### src/rtl/slide_write_sequencer.sv
// Slide-up write sequencer: rotates source beats by shift_amount mod VLANE_NUM,
// merges wrapped lanes with the previous beat and issues masked write beats.
module slide_write_sequencer #(
  parameter  int VLANE_NUM         = 8,
  parameter  int VREG_LOC_PER_LANE = 8,
  parameter  int DATA_W            = 32,
  localparam int MAXE              = VREG_LOC_PER_LANE * 32 * VLANE_NUM,
  localparam int SA_W              = $clog2(MAXE),
  localparam int LW                = $clog2(VLANE_NUM),
  localparam int BW                = SA_W - LW
) (
  input  logic                        clk_i,
  input  logic                        rst_i,
  input  logic                        start_i,
  input  logic [SA_W-1:0]             shift_amount_i,
  input  logic [SA_W:0]               vl_i,
  output logic                        busy_o,
  output logic                        done_o,
  input  logic                        src_valid_i,
  output logic                        src_ready_o,
  input  logic [VLANE_NUM*DATA_W-1:0] src_data_i,
  output logic                        dst_valid_o,
  input  logic                        dst_ready_i,
  output logic [VLANE_NUM*DATA_W-1:0] dst_data_o,
  output logic [VLANE_NUM-1:0]        dst_mask_o,
  output logic [BW-1:0]               dst_beat_o
);
  localparam int VW = VLANE_NUM * DATA_W;

  typedef enum logic [1:0] {IDLE, STREAM, FLUSH, FIN} state_e;

  state_e               state_q, state_d;
  logic [SA_W-1:0]      s_q, s_d;
  logic [SA_W:0]        vl_q, vl_d;
  logic [BW:0]          nsrc_q, nsrc_d, ndst_q, ndst_d, cnt_q, cnt_d;
  logic [VW-1:0]        h_q, h_d, data_q, data_d;
  logic [VLANE_NUM-1:0] mask_q, mask_d;
  logic [BW-1:0]        beat_q, beat_d;
  logic                 dvalid_q, dvalid_d, busy_q, busy_d, done_q, done_d;

  logic [SA_W:0]        s_ext, span_up, vl_m1;
  logic [BW:0]          cfg_nsrc, cfg_ndst, q_cur, stream_b, flush_b;
  logic [LW-1:0]        r_cur;
  logic [VW-1:0]        stream_data, flush_data;
  logic                 src_fire, dst_free;

  function automatic logic [LW-1:0] src_lane(input int j, input logic [LW-1:0] r);
    return LW'(j) - r;
  endfunction

  // A lane is written only when its element index lies in [s, vl).
  function automatic logic [VLANE_NUM-1:0] beat_mask(input logic [BW:0]     b,
                                                     input logic [SA_W-1:0] s,
                                                     input logic [SA_W:0]   vl);
    logic [VLANE_NUM-1:0] m;
    logic [SA_W:0]        e;
    m = '0;
    for (int j = 0; j < VLANE_NUM; j++) begin
      e    = {b, LW'(j)};
      m[j] = ({1'b0, s} <= e) && (e < vl);
    end
    return m;
  endfunction

  always_comb begin
    s_ext   = {1'b0, shift_amount_i};
    span_up = vl_i - s_ext + (SA_W+1)'(VLANE_NUM - 1);
    vl_m1   = vl_i - (SA_W+1)'(1);
    if (vl_i <= s_ext) begin
      cfg_nsrc = '0;
      cfg_ndst = '0;
    end else begin
      cfg_nsrc = span_up[SA_W:LW];
      cfg_ndst = vl_m1[SA_W:LW] - {1'b0, shift_amount_i[SA_W-1:LW]} + (BW+1)'(1);
    end
  end

  always_comb begin
    r_cur       = s_q[LW-1:0];
    q_cur       = {1'b0, s_q[SA_W-1:LW]};
    stream_b    = q_cur + cnt_q;
    flush_b     = q_cur + nsrc_q;
    stream_data = '0;
    flush_data  = '0;
    for (int j = 0; j < VLANE_NUM; j++) begin
      if (LW'(j) >= r_cur) begin
        stream_data[j*DATA_W +: DATA_W] = src_data_i[int'(src_lane(j, r_cur))*DATA_W +: DATA_W];
      end else begin
        stream_data[j*DATA_W +: DATA_W] = h_q[int'(src_lane(j, r_cur))*DATA_W +: DATA_W];
        flush_data[j*DATA_W +: DATA_W]  = h_q[int'(src_lane(j, r_cur))*DATA_W +: DATA_W];
      end
    end
  end

  assign dst_free    = !dvalid_q || dst_ready_i;
  assign src_ready_o = (state_q == STREAM) && (cnt_q < nsrc_q) && dst_free;
  assign src_fire    = src_ready_o && src_valid_i;

  always_comb begin
    state_d  = state_q;
    s_d      = s_q;
    vl_d     = vl_q;
    nsrc_d   = nsrc_q;
    ndst_d   = ndst_q;
    cnt_d    = cnt_q;
    h_d      = h_q;
    data_d   = data_q;
    mask_d   = mask_q;
    beat_d   = beat_q;
    busy_d   = busy_q;
    done_d   = 1'b0;
    dvalid_d = dvalid_q && !dst_ready_i;
    unique case (state_q)
      IDLE: begin
        if (start_i) begin
          s_d     = shift_amount_i;
          vl_d    = vl_i;
          nsrc_d  = cfg_nsrc;
          ndst_d  = cfg_ndst;
          cnt_d   = '0;
          busy_d  = 1'b1;
          state_d = (cfg_nsrc == '0) ? FIN : STREAM;
        end
      end
      STREAM: begin
        if (src_fire) begin
          data_d   = stream_data;
          mask_d   = beat_mask(stream_b, s_q, vl_q);
          beat_d   = stream_b[BW-1:0];
          dvalid_d = 1'b1;
          h_d      = src_data_i;
          cnt_d    = cnt_q + (BW+1)'(1);
          // The tail of the last source beat spills into one extra beat when D = S+1.
          if (cnt_q + (BW+1)'(1) == nsrc_q) begin
            state_d = (ndst_q == nsrc_q + (BW+1)'(1)) ? FLUSH : FIN;
          end
        end
      end
      FLUSH: begin
        if (dst_free) begin
          data_d   = flush_data;
          mask_d   = beat_mask(flush_b, s_q, vl_q);
          beat_d   = flush_b[BW-1:0];
          dvalid_d = 1'b1;
          state_d  = FIN;
        end
      end
      FIN: begin
        if (!dvalid_q) begin
          done_d  = 1'b1;
          busy_d  = 1'b0;
          state_d = IDLE;
        end
      end
      default: state_d = IDLE;
    endcase
  end

  always_ff @(posedge clk_i or negedge rst_i) begin
    if (!rst_i) begin
      state_q  <= IDLE;
      s_q      <= '0;
      vl_q     <= '0;
      nsrc_q   <= '0;
      ndst_q   <= '0;
      cnt_q    <= '0;
      h_q      <= '0;
      data_q   <= '0;
      mask_q   <= '0;
      beat_q   <= '0;
      dvalid_q <= 1'b0;
      busy_q   <= 1'b0;
      done_q   <= 1'b0;
    end else begin
      state_q  <= state_d;
      s_q      <= s_d;
      vl_q     <= vl_d;
      nsrc_q   <= nsrc_d;
      ndst_q   <= ndst_d;
      cnt_q    <= cnt_d;
      h_q      <= h_d;
      data_q   <= data_d;
      mask_q   <= mask_d;
      beat_q   <= beat_d;
      dvalid_q <= dvalid_d;
      busy_q   <= busy_d;
      done_q   <= done_d;
    end
  end

  assign busy_o      = busy_q;
  assign done_o      = done_q;
  assign dst_valid_o = dvalid_q;
  assign dst_data_o  = data_q;
  assign dst_mask_o  = mask_q;
  assign dst_beat_o  = beat_q;

endmodule

### config.mk
export PLATFORM = sky130hd
export DESIGN_NAME = slide_write_sequencer
export DESIGN_NICKNAME = d
export VERILOG_FILES = /design/src/rtl/slide_write_sequencer.sv
export SDC_FILE = /design/constraint.sdc
export NUM_CORES = 2
export LEC_CHECK = 0
export BUFFER_PORTS_ARGS = -buffer_cell sky130_fd_sc_hd__buf_2
export CORE_ASPECT_RATIO = 1.75
export CORE_MARGIN = 3
export CORE_UTILIZATION = 50
export DETAILED_ROUTE_END_ITERATION = 8
export GPL_ROUTABILITY_DRIVEN = 0
export PLACE_DENSITY = 0.71
export SYNTH_ARGS = -nofsm -noshare
export SYNTH_HDL_FRONTEND = slang
export SYNTH_SLANG_ARGS = --single-unit
### constraint.sdc
create_clock -name clk_i -period 6.4 [get_ports clk_i]
set_input_delay 1.28 -clock clk_i [delete_from_list [all_inputs] [get_ports clk_i]]
set_output_delay 1.28 -clock clk_i [all_outputs]
set_load 0.05 [all_outputs]
Word level (Yosys, flattened, before mapping):

Index checks and enable logic that the tools add are counted.

* flip-flop bits (word level): 583
* input port bits: 284
* output and inout bits: 276
* logic and storage cells: 178

* add/subtract/negate cells: 17
* magnitude comparators: 42
* equal/unequal tests: 10
* shift operators: 16
* mux-type cells: 46
* reduce and logical (&&, ||, !) cells: 34

Operators with widths (count)
* 256-bit by 9-bit indexed part select with 32-bit output: 16
* 256-bit two-way mux: 2
* 32-bit two-way mux: 16
* 256-bit one-hot mux with 2 select lines: 1
* 11-bit by 12-bit less-or-equal comparator with 1-bit output: 16
* 12-bit less-than comparator: 16
* 9-bit two-way mux: 4
* 8-bit two-way mux: 4
* 8-bit one-hot mux with 2 select lines: 2
* 9-bit by 1-bit adder with 9-bit output, second input constant: 3
* 1-bit logical AND: 20
* 8-bit by 9-bit adder with 9-bit output: 2
* 9-bit equality test: 2
* 9-bit one-hot mux with 2 select lines: 1
* 12-bit by 3-bit adder with 12-bit output, second input constant: 1
* 3-bit greater-or-equal comparator, first input constant: 4
* 12-bit by 11-bit less-or-equal comparator with 1-bit output: 1
* 2-bit two-way mux: 6
* 12-bit by 1-bit subtractor with 12-bit output, second input constant: 1
* 12-bit by 11-bit subtractor with 12-bit output: 1
* 3-bit subtractor, first input constant: 4
* 9-bit logical NOT: 1
* 9-bit less-than comparator: 1
* 3-bit AND reduction: 3
* other kinds (18): 37

Depth between registers and ports, before layout:

* depth in word-level cells: 7
* depth in mapped cells: 17

Worst setup path after synthesis:

Ideal clock, no wire load.

* path kind: input to register
* start point: input vl_i[3]
* end point: register ndst_q[8]
* setup time: 95 ps
* data arrival time: 3921 ps
* required time: 6305 ps
* setup slack: 2384 ps
* cell stages on the path: 12
* cells stage by stage: or4_1 -> or3_1 -> nor3_2 -> nand2b_1 -> nor2_1 -> xor2_1 -> ha_1 -> ha_1 -> a21oi_1 -> o21ai_0 -> xnor2_1 -> o31ai_1

* longest elaborated chain between the ends: 4
* elaborated cells between the ends (all ways): 5

Ends and longest elaborated chain
* start, declared: line 16 `input logic [SA_W:0] vl_i,`
* 12-bit by 1-bit subtractor with 12-bit output: line 68 `vl_m1 = vl_i - (SA_W+1)'(1);`
* 9-bit by 8-bit subtractor with 9-bit output: line 74 `cfg_ndst = vl_m1[SA_W:LW] - {1'b0, shift_amount_i[SA_W-1:LW]} + (BW+1)'(1);`
* 9-bit by 1-bit adder with 9-bit output: line 74
* 9-bit two-way mux (*): line 69 `if (vl_i <= s_ext) begin`
* end signal, assigned: line 179 `ndst_q <= ndst_d;`
* end, declared: line 35 `logic [BW:0] nsrc_q, nsrc_d, ndst_q, ndst_d, cnt_q, cnt_d;`

Every way passes the cells marked *; elsewhere a longest branch is shown, timed or not.
A chain may end at the register's enable or synchronous reset.

Final worst setup path:

* start point: register nsrc_q[1]
* end point: output src_ready_o

* longest elaborated chain between the ends: 3

Ends and longest elaborated chain
* start, declared: line 35
* start signal, assigned: line 178 `nsrc_q <= nsrc_d;`
* 9-bit less-than comparator: line 96 `assign src_ready_o = (state_q == STREAM) && (cnt_q < nsrc_q) && dst_free;`
* 1-bit logical AND (2 in series): line 96
* end, declared: line 20 `output logic src_ready_o,`

Every way passes these cells.

==> metrics.md <==
| Metric | Value |
|---|---|
| WP buf/inv | `2` |
| Total GRT Usage | `0.352` |
| Vias in the first global route | `39,600` |
| Net count after synthesis | `5,161` |
| CTS sink count | `583` |
| Cell Pwr Density | `167 nW/um^2` |
| Largest net degree at the start of global routing | `259` |
| Drt pass-1 iters | `6` |
| Die Ht | `396 um` |
| Critical Path, Cell by Cell | `inv_1 > ha_1 > nor2b_1 > o21ai_1 > nand2b_1 > a2111oi_2 > o21a_1 > buf_2` |
| WP data arrival | `3210 ps` |
| Vias | `40,400` |
| Cell type with the highest aggregate area in the netlist | `dfrtp_1` |
| DPL Wire Length | `115,000 um` |
| FFs w/ async S/R, synth | `1.00` |
| Post-synth EDFFs | `0` |
| Type of the worst min-delay path | `reg -> reg` |
| #FFs+latches synth | `583` |
| CP endpoint kind | `output port` |
| Initial Utilization | `0.506` |
| Overflow after GRT | `0` |
| Post-synthesis sequential area ratio | `0.336` |
| First-pass GRT wire length | `244,000 um` |
| Area contributors post-synth | `dfrtp_1, mux4_2, nand2_1` |
| Synth Instances | `4,757` |
| Max-Slew Margin vs Limit | `0.0650` |
| Hold Path Depth | `2` |
| Max Freq | `223 MHz` |
| Final period util | `0.702` |
| Port bufs | `559` |
| Synth unique cells | `86` |
| Post-CTS sizing | `0` |
| Yosys warnings | `0` |
| Ys flop type | `dfrtp_1` |
| Post-CTS setup buffer count | `0` |
| H-tree depth | `2` |
| Chip width | `229 um` |
| Initial antenna violation count | `25` |
| Mean Syn Cell Area | `9.13 um^2` |
| Startpoint Class | `register` |
| CTS tree | `done` |
| Cell count along the critical path | `8` |
| Critical path type | `reg -> out` |
| Worst Path Max Fanout | `7` |
| I/O Pins | `560` |
| Root buffer cell | `clkbuf_16` |
| Crit-path slowest cell | `a2111oi_2` |
| Hold Slack | `471 ps` |
| Cell row count | `142` |
| Die ar. | `90,500 um^2` |
| Pleak | `0.0206 uW` |
| CTS Buf Count | `60` |
| Worst-margin pin slew | `1400 ps` |
| CP top delay family | `compound AO/OA/AOI/OAI gates` |
| Routed WL | `163,000 um` |
| Worst-skew pair later-pin latency | `660 ps` |
| Peak supply drop | `0.203 mV` |
| Slew Limit Fails | `0` |
| Final ANT Viol Nets | `0` |
| Status | `finished clean` |
| Critical Path Max Stage Delay | `640 ps` |
| Layout Utilization | `0.573` |
| Clock transition at the registers of the reported paths | `60 ps` |
| CTS max path bufs | `3` |
| Hold Fails Final Rpt | `0` |
| RSZ-0062 raised after global routing | `false` |
| Layout cells sized above 1 | `0.235` |
| Area Overhead vs Synth | `13.2%` |
| Share of the synthesized area in the top cell type | `0.336` |
| Required time of the worst setup path | `5120 ps` |
| R2R setup slack | `1920 ps` |
| Mean routed wirelength per cell | `25.9 um` |
| Core area | `85,800 um^2` |
| Post-CTS Hold Fix Bufs | `0` |
| Pre-CTS WS | `1990 ps` |
| Final #Nets | `5,462` |
| Post-route setup TNS | `0 ps` |
| Final worst setup slack | `1910 ps` |
| Setup Skew | `17.4 ps` |
| Max-Cap Viols | `0` |
| DRC Markers | `0` |
| Netlist area before placement | `43,400 um^2` |
| Final min period | `4490 ps` |
| # setup viols final | `0` |
| Vias per cell | `6.44` |
| Worst-case reg-to-reg path depth | `15` |
| Iteration-0 DRC count of the detailed router | `3,979` |
-- cells by family (layout without fill, tap and decap cells) --
kind of cell    Yosys count  after routing  synth area share
mux                     710            710             0.261
compound gates          982            982             0.145
other cells               0             19                 0
fa+ha+maj               120            120            0.0358
flops                   583            583             0.336
xor+xnor                 55             55            0.0115
buf+inv                 471            819            0.0425
simple gates           1836           1836             0.168
-- synth_stat cells, types with 25 or more instances --
cell type / number
a211oi_1: 30
a21oi_1: 296
a221oi_1: 54
buf_1: 58
buf_2: 57
clkbuf_1: 270
dfrtp_1: 583
ha_1: 113
inv_1: 85
mux2_2: 83
mux2i_1: 299
mux4_2: 328
nand2_1: 1383
nand3_1: 25
nor2_1: 293
nor3_1: 28
o21a_1: 95
o21ai_0: 250
o221ai_1: 84
o31ai_1: 46
xnor2_1: 33
-- metal layers --
layer,global-route usage,vias up,wire (um)
li1,-,17700,-
met1,0.398,19800,55900
met2,0.583,2305,77900
met3,0.109,603,17300
met4,0.216,12,11500
met5,0,-,77
-- tightest hold or removal path, cell delays in order, from the launching register on --
cell and delay [ps]:
dfrtp_1 340, nand2_1 40, o21ai_0 60
-- state kept, by name, summed over array words and instances (netlist names), 2 cells and up --
| register | cells |
|---|---|
| ndst_q | 9 |
| s_q | 11 |
| dst_beat_o | 8 |
| cnt_q | 9 |
| state_q | 2 |
| vl_q | 12 |
| dst_mask_o | 8 |
| nsrc_q | 9 |
| h_q | 256 |
| dst_data_o | 256 |
-- per-stage QoR --
stage	total power, uW	std cells	instance area (um^2)
2_1_floorplan	4100	4757	43400
3_3_place_gp	4460	6148	47000
3_5_place_dp	4470	6148	47000
4_1_cts	8250	6257	49100
5_1_grt	8440	6262	49100
6_report	8210	6276	49100
-- area by class of cell --
type	instances	area [um^2]
well taps	1152	1440
multi-input cells	3703	27200
clock buffers	82	1720
repair buffers	625	3500
diodes	19	47.5
clock inverters	27	344
fillers	7576	36700
flip-flops and latches	583	14600
inverters	85	322
-- worst paths after layout --
check / startpoint / end
max: nsrc_q[1]$_DFFE_PN0P_ / src_ready_o
min: dst_data_o[204]$_DFFE_PN0P_ / dst_data_o[204]$_DFFE_PN0P_
max reg2reg: s_q[3]$_DFFE_PN0P_ / dst_mask_o[6]$_DFFE_PN0P_
min reg2reg: dst_data_o[204]$_DFFE_PN0P_ / dst_data_o[204]$_DFFE_PN0P_
max in group asynchronous: rst_i / h_q[9]$_DFFE_PN0P_
min in group asynchronous: rst_i / h_q[49]$_DFFE_PN0P_
-- cells in the final DEF, fill, tap and decap left out, drive strengths merged, types with 15 or more instances in the layout --
| master | n |
|---|---|
| nand2 | 1383 |
| buf | 625 |
| dfrtp | 583 |
| mux4 | 328 |
| mux2i | 299 |
| a21oi | 296 |
| nor2 | 293 |
| o21ai | 255 |
| ha | 113 |
| o21a | 95 |
| inv | 85 |
| o221ai | 84 |
| mux2 | 83 |
| clkbuf | 82 |
| a221oi | 56 |
| o31ai | 46 |
| xnor2 | 34 |
| a211oi | 30 |
| nor3 | 29 |
| nand3 | 25 |
| a31oi | 23 |
| xor2 | 21 |
| diode | 19 |
| a21o | 17 |
| or2 | 15 |
| and2 | 15 |
| nor2b | 15 |
| nand2b | 15 |
-- power breakdown --
| part | internal (uW) | switching (uW) | total [uW] |
|---|---|---|---|
| combinational | 272 | 445 | 716 |
| sequential | 3690 | 6.12 | 3700 |
| clock | 2150 | 1640 | 3790 |
| total | 6120 | 2090 | 8210 |
(Power assumes the default switching activity.)
